## src/rtl/risc_v_reg_ctrl.sv

```systemverilog
// Register-file port controller: post-reset clear of x1..x31, writeback pass-through and a
// bounded-wait debug access port. Optional clear sequence enabled by RF_CLEAR_ON_RESET_EN.
module risc_v_reg_ctrl #(
  parameter int unsigned DATA_W     = 32,
  parameter int unsigned ADDR_W     = 5,
  parameter int unsigned STARVE_MAX = 4
) (
  input  logic              clk,
  input  logic              reset_n,
  input  logic              wb_en,
  input  logic [ADDR_W-1:0] wb_addr,
  input  logic [DATA_W-1:0] wb_data,
  input  logic [ADDR_W-1:0] id_r1_addr,
  input  logic [DATA_W-1:0] rf_r1_data,
  output logic              rf_w_en,
  output logic [ADDR_W-1:0] rf_w_addr,
  output logic [DATA_W-1:0] rf_w_data,
  output logic [ADDR_W-1:0] rf_r1_addr,
  input  logic              dbg_req,
  input  logic              dbg_we,
  input  logic [ADDR_W-1:0] dbg_addr,
  input  logic [DATA_W-1:0] dbg_wdata,
  output logic              dbg_ack,
  output logic [DATA_W-1:0] dbg_rdata,
  output logic              core_stall,
  output logic              init_done,
  output logic              wb_drop
);

  localparam int unsigned PendW = $clog2(STARVE_MAX + 1);

  typedef enum logic [1:0] {StInit, StRun, StDbg, StAck} state_e;

`ifdef RF_CLEAR_ON_RESET_EN
  localparam state_e ResetState = StInit;
`else
  localparam state_e ResetState = StRun;
`endif

  state_e             state_q, state_d;
  logic [ADDR_W-1:0]  clr_cnt_q, clr_cnt_d;
  logic [PendW-1:0]   pend_cnt_q, pend_cnt_d;
  logic [DATA_W-1:0]  dbg_rdata_q, dbg_rdata_d;
  logic               wb_drop_q, wb_drop_d;
  logic               starved;

  assign starved = (pend_cnt_q == PendW'(STARVE_MAX));

  always_ff @(posedge clk or negedge reset_n) begin
    if (!reset_n) begin
      state_q     <= ResetState;
      clr_cnt_q   <= ADDR_W'(1);
      pend_cnt_q  <= '0;
      dbg_rdata_q <= '0;
      wb_drop_q   <= 1'b0;
    end else begin
      state_q     <= state_d;
      clr_cnt_q   <= clr_cnt_d;
      pend_cnt_q  <= pend_cnt_d;
      dbg_rdata_q <= dbg_rdata_d;
      wb_drop_q   <= wb_drop_d;
    end
  end

  always_comb begin
    state_d     = state_q;
    clr_cnt_d   = clr_cnt_q;
    pend_cnt_d  = pend_cnt_q;
    dbg_rdata_d = dbg_rdata_q;
    wb_drop_d   = wb_drop_q;
    case (state_q)
      StInit: begin
        clr_cnt_d = clr_cnt_q + ADDR_W'(1);
        if (&clr_cnt_q) state_d = StRun;
        if (wb_en) wb_drop_d = 1'b1;
      end
      StRun: begin
        if (dbg_req) begin
          if (wb_en) begin
            if (!starved) pend_cnt_d = pend_cnt_q + PendW'(1);
          end else begin
            state_d    = StDbg;
            pend_cnt_d = '0;
          end
        end else begin
          pend_cnt_d = '0;
        end
      end
      StDbg: begin
        // Writeback owns the write port this cycle; the debug access retries next cycle.
        if (!wb_en) begin
          if (!dbg_we) dbg_rdata_d = rf_r1_data;
          state_d = StAck;
        end
      end
      StAck:   state_d = StRun;
      default: state_d = ResetState;
    endcase
  end

  always_comb begin
    rf_w_en    = 1'b0;
    rf_w_addr  = wb_addr;
    rf_w_data  = wb_data;
    rf_r1_addr = id_r1_addr;
    core_stall = 1'b1;
    init_done  = 1'b1;
    dbg_ack    = 1'b0;
    case (state_q)
      StInit: begin
        rf_w_en   = 1'b1;
        rf_w_addr = clr_cnt_q;
        rf_w_data = '0;
        init_done = 1'b0;
      end
      StRun: begin
        rf_w_en    = wb_en;
        core_stall = starved;
      end
      StDbg: begin
        rf_r1_addr = dbg_addr;
        if (wb_en) begin
          rf_w_en = 1'b1;
        end else if (dbg_we) begin
          rf_w_en   = 1'b1;
          rf_w_addr = dbg_addr;
          rf_w_data = dbg_wdata;
        end
      end
      StAck: begin
        rf_w_en = wb_en;
        dbg_ack = 1'b1;
      end
      default: ;
    endcase
    if (rf_w_addr == '0) rf_w_en = 1'b0;
    // Hold the port quiet and the front end frozen while reset is asserted.
    if (!reset_n) begin
      rf_w_en    = 1'b0;
      core_stall = 1'b1;
      init_done  = 1'b0;
      dbg_ack    = 1'b0;
    end
  end

  assign dbg_rdata = dbg_rdata_q;
  assign wb_drop   = wb_drop_q;

endmodule

```

## config.mk

```make
export PLATFORM = sky130hd
export DESIGN_NAME = risc_v_reg_ctrl
export DESIGN_NICKNAME = d
export VERILOG_FILES = /design/src/rtl/risc_v_reg_ctrl.sv
export SDC_FILE = /design/constraint.sdc
export NUM_CORES = 1
export LEC_CHECK = 0
export CORE_MARGIN = 8
export CORE_UTILIZATION = 35
export CTS_CLUSTER_SIZE = 16
export DETAILED_ROUTE_END_ITERATION = 8
export PLACE_DENSITY = 0.95
export SYNTH_ARGS = -nofsm -noshare
export SYNTH_HDL_FRONTEND = slang
export SYNTH_SLANG_ARGS = --single-unit
```

## constraint.sdc

```tcl
create_clock -name clk -period 4.2 [get_ports clk]
set_input_delay 0.84 -clock clk [delete_from_list [all_inputs] [get_ports clk]]
set_output_delay 0.84 -clock clk [all_outputs]
set_load 0.01 [all_outputs]
```

## Word level (Yosys, flattened, before mapping)

Index checks and enable logic that the tools add are counted.

| cells by class | value |
|---|---|
| mux-type cells | 26 |
| div/mod/pow operators | 0 |
| eq/ne operators | 9 |
| $add $sub $neg | 2 |
| magnitude comparators | 0 |
| shift operators | 0 |
| reductions and logical operators | 8 |
| bitwise gates (word level) | 2 |
| multiply operators | 0 |

Operator list:

| operator | count |
|---|---|
| two-way mux 32 bit | 2 |
| one-hot mux 32 bit (2 select lines) | 1 |
| two-way mux 5 bit | 3 |
| two-way mux 1 bit | 10 |
| one-hot mux 5 bit (2 select lines) | 1 |
| two-way mux 3 bit | 3 |
| two-way mux 2 bit | 4 |
| != test 2 bit (second input constant) | 4 |
| one-hot mux 2 bit (4 select lines) | 1 |
| adder 5 x 1 -> 5 bit (second input constant) | 1 |
| logical NOT 5 bit | 1 |
| AND reduction 5 bit | 1 |
| == test 2 bit (second input constant) | 2 |
| AND reduction 2 bit | 2 |
| AND reduction 4 bit | 1 |
| adder 3 x 1 -> 3 bit (second input constant) | 1 |
| == test 3 bit (second input constant) | 1 |
| != test 3 bit (second input constant) | 1 |
| one-hot mux 1 bit (3 select lines) | 1 |
| AND reduction 3 bit | 1 |
| == test 2 x 1 -> 1 bit (second input constant) | 1 |
| logical NOT 2 bit | 1 |
| NOT 1 bit | 2 |
| OR reduction 2 bit | 1 |

| storage, ports and cells | value |
|---|---|
| bits in latches | 0 |
| register bits | 43 |
| bits in read-only memories | 0 |
| memories | 0 |
| memory bits (writable) | 0 |
| bits of input ports | 116 |

## Logic depth before layout (Yosys ltp)

| logic depth | value |
|---|---|
| depth in word-level cells | 6 |
| depth in mapped cells | 8 |
| mapped depth without buffers | 7 |

## Worst setup path before layout

No wires, ideal clock.

| timing | value |
|---|---|
| path kind | input to output |
| from | input wb_en |
| to | output rf_w_en |
| stages | 6 |
| slack | 1211 ps |
| arrival | 2149 ps |
| path buffers | 1 |
| cells stage by stage | nand2b_1 > buf_6 > mux2i_1 > o21ai_1 > or4_1 > o221a_1 |

| between the ends | value |
|---|---|
| word-level cells in the longest chain between the ends | 5 |

RTL lines:

| item | line | source |
|---|---|---|
| from (decl) | 10 | `input logic wb_en,` |
| two-way mux 5 bit | 122 | `if (wb_en) begin` |
| one-hot mux 5 bit (2 select lines) | 109 | `case (state_q)` |
| named net rf_w_addr[2] | 16 | `output logic [ADDR_W-1:0] rf_w_addr,` |
| logical NOT 5 bit | 136 | `if (rf_w_addr == '0) rf_w_en = 1'b0;` |
| two-way mux 1 bit | 136 |  |
| two-way mux 1 bit | 138 | `if (!reset_n) begin` |
| to (decl) | 15 | `output logic rf_w_en,` |

The timed path passes the listed nets, and every way through them passes these cells.

## Worst setup path after layout

| timing | value |
|---|---|
| from | input wb_en |
| to | output rf_w_en |

| between the ends | value |
|---|---|
| word-level cells in the longest chain between the ends | 5 |

RTL lines:

| item | line |
|---|---|
| two-way mux 5 bit | 122 |
| one-hot mux 5 bit (2 select lines) | 109 |
| logical NOT 5 bit | 136 |
| two-way mux 1 bit * | 136 |
| two-way mux 1 bit * | 138 |

Mark *: on every way between the ends. The rest lies on a longest branch, timed or not.

==> reports/results.txt <==
First-pass GRT wire length - 14760 um
GP Congestion - 0.8189
Area leader, netlist - dfrtp_1
Io pins - 195
Setup Skew - 4.842 ps
Synth top area cells - dfrtp_1, mux2_2, a22o_1
Mapped Nets - 327
FF+latch count, synth - 43
Outcome - complete, no violations
Area after DPL - 4375 um^2
Post-CTS sizing - 0
Cell Area, Synth - 2343 um^2
Routed Antenna Nets - 0
Cell Pwr Density - 571.2 nW/um^2
Peak Freq - 245.2 MHz
Avg Cell Area, Syn - 11.54 um^2
Required time worst endpoint - 3360 ps
TritonCTS buffer count - 5
Port bufs - 194
Number of synthesized flops with an enable pin - 0
Overall die width - 97.83 um
Dpl hpwl - 7942 um
Setup Buffers After CTS - 0
Worst Tran Pin Value - 555.1 ps
WL final - 9457 um
Fin crit share - 97.11%
Layout cells sized above 1 - 14.86%
H-tree levels - 2
Worst skew pair latency - 290 ps
Max Slew Vio Count - 0
DRC viols - 0
HP Start - wb_drop
Worst hold path class - register to register
NumNets Final - 520
Leakage - 1.936 nW
Worst vdd ir - 0.2048 mV
Worst R2R Start - state_q[0]
DR vias - 2414
Startpoint Class - primary input
Initial Util - 35.27%
Crit path max fanout - 7
DR vias/cell - 5.061
Ys async rst share - 100.0%
Gr usage total - 19.42%
Top-area cell type share of the netlist area - 43.78%
Yosys warning count - 0
Maxcap violations - 0
Fin crit period - 4079 ps
Core Rows - 30
Top FF cell, synth - dfrtp_1
Core area - 6644 um^2
Worst Path Arrival - 3240 ps
Hold_buf cts - 0
Die ar. - 9570 um^2
Yosys cell types - 34
Vias in the first global route - 2662
Most frequent cell after synthesis - dfrtp_1
DIE HEIGHT - 97.83 um
Pre-antenna DRT Iters - 4
Cell area after layout - 4482 um^2
Initial antenna violation count - 0
Root Driver - clkbuf_8
Worst Setup End Kind - primary output
CTS clk-pin slew, worst paths - 70 ps
Wire length per cell - 19.83 um
Synth Instances - 203
Bufs on Longest Clock Path - 2
Num Clock Sinks - 43
RSZ-0062 raised after global routing - false
Synth cell count leaders - dfrtp_1, mux2_2, a22o_1, nand3_1
Antenna Cells - 0
Setup_tns - 0 ps
Setup crit start - wb_en
Drt initial violations - 76
Layout area overhead - 91.24%
Largest net degree at the start of global routing - 33
Final setup violation count - 0
CTS tree - built
Total gr overflow - 0
Final hold violations - 0
Sequential share of the synthesized area - 46.02%
Max-slew headroom - 62.99%
Worst setup path class - primary input to primary output
path summary, 6_finish.rpt:
path	to	cells past startpoint	slack, ps
worst max-delay path	rf_w_en	7	120
worst min-delay path	wb_drop	1	500
worst max register to register	dbg_rdata[15]	6	2080
worst min register to register	wb_drop	1	500
max in group asynchronous	dbg_rdata[0]	2	2990
min in group asynchronous	dbg_rdata[19]	1	530
worst max-delay path, stage by stage:
cell and delay, ps:
clkdlybuf4s50_1 470, nand2b_1 290, mux2i_1 230, o21ai_1 80, or4_1 560, o221a_1 260
clkdlybuf4s50_1 500
registers in the layout, indices dropped and copies added, names as in the netlist:
name / cells
wb_drop: 1
state_q: 2
dbg_rdata: 32
pend_cnt_q: 3
clr_cnt_q: 5
stage by stage:
stage	hold slack (ps)	std cells	total power, mW	util, %	setup WS, ps
floorplan	461.0	203	1.385	-	1211
global placement	470.5	469	2.207	65.86	198.0
detailed placement	483.8	469	2.270	65.86	150.6
CTS	500.0	477	2.590	67.46	138.2
global route	523.9	477	2.725	67.46	35.72
finish	502.1	477	2.560	67.46	121.3
layout make-up:
type | count | area (um^2)
flip-flops and latches | 43 | 1079
repair buffers | 201 | 1989
well taps | 80 | 100.1
multi-input cells | 136 | 1174
fillers | 516 | 2162
inverters | 9 | 33.78
clock inverters | 1 | 30.03
clock buffers | 7 | 76.32
power by group:
group          internal, mW  switching [mW]  leakage (nW)
combinational         0.896           0.630          1.34
sequential            0.607           0.117         0.541
clock                 0.178           0.132        0.0524
kinds of logic after synthesis:
logic type | after synthesis | share of synthesized area, %
xor+xnor | 3 | 1.121
mux | 40 | 19.17
flops | 43 | 46.02
compound gates | 55 | 18.79
buf+inv | 24 | 4.378
fa+ha+maj | 8 | 4.271
simple gates | 30 | 6.247
routing by layer:
layer | part of all wire (%) | wire length (um) | vias up | GRT usage [%]
met3 | 8.3 | 789 | 13 | 7.112
met1 | 35 | 3284 | 1143 | 19.38
met2 | 55 | 5244 | 117 | 36.83
li1 | - | - | 1141 | -
met5 | 0 | 0 | - | 0
met4 | 1.5 | 138 | 0 | 4.916
layout by cell type (no fill, tap or decap), drive strengths merged, types with 2 or more instances in the layout:
cell / count
xnor2: 2
nor3: 2
dfstp: 2
o22ai: 2
inv: 9
nor2: 3
clkdlybuf4s50: 193
o21a: 3
nand2: 8
o21ai: 4
a22o: 33
nor2b: 2
dfrtp: 41
nand3: 10
buf: 8
clkbuf: 7
ha: 8
mux2: 39
a32oi: 3
a21oi: 5
No activity file was read; power rests on OpenSTA's default activity.
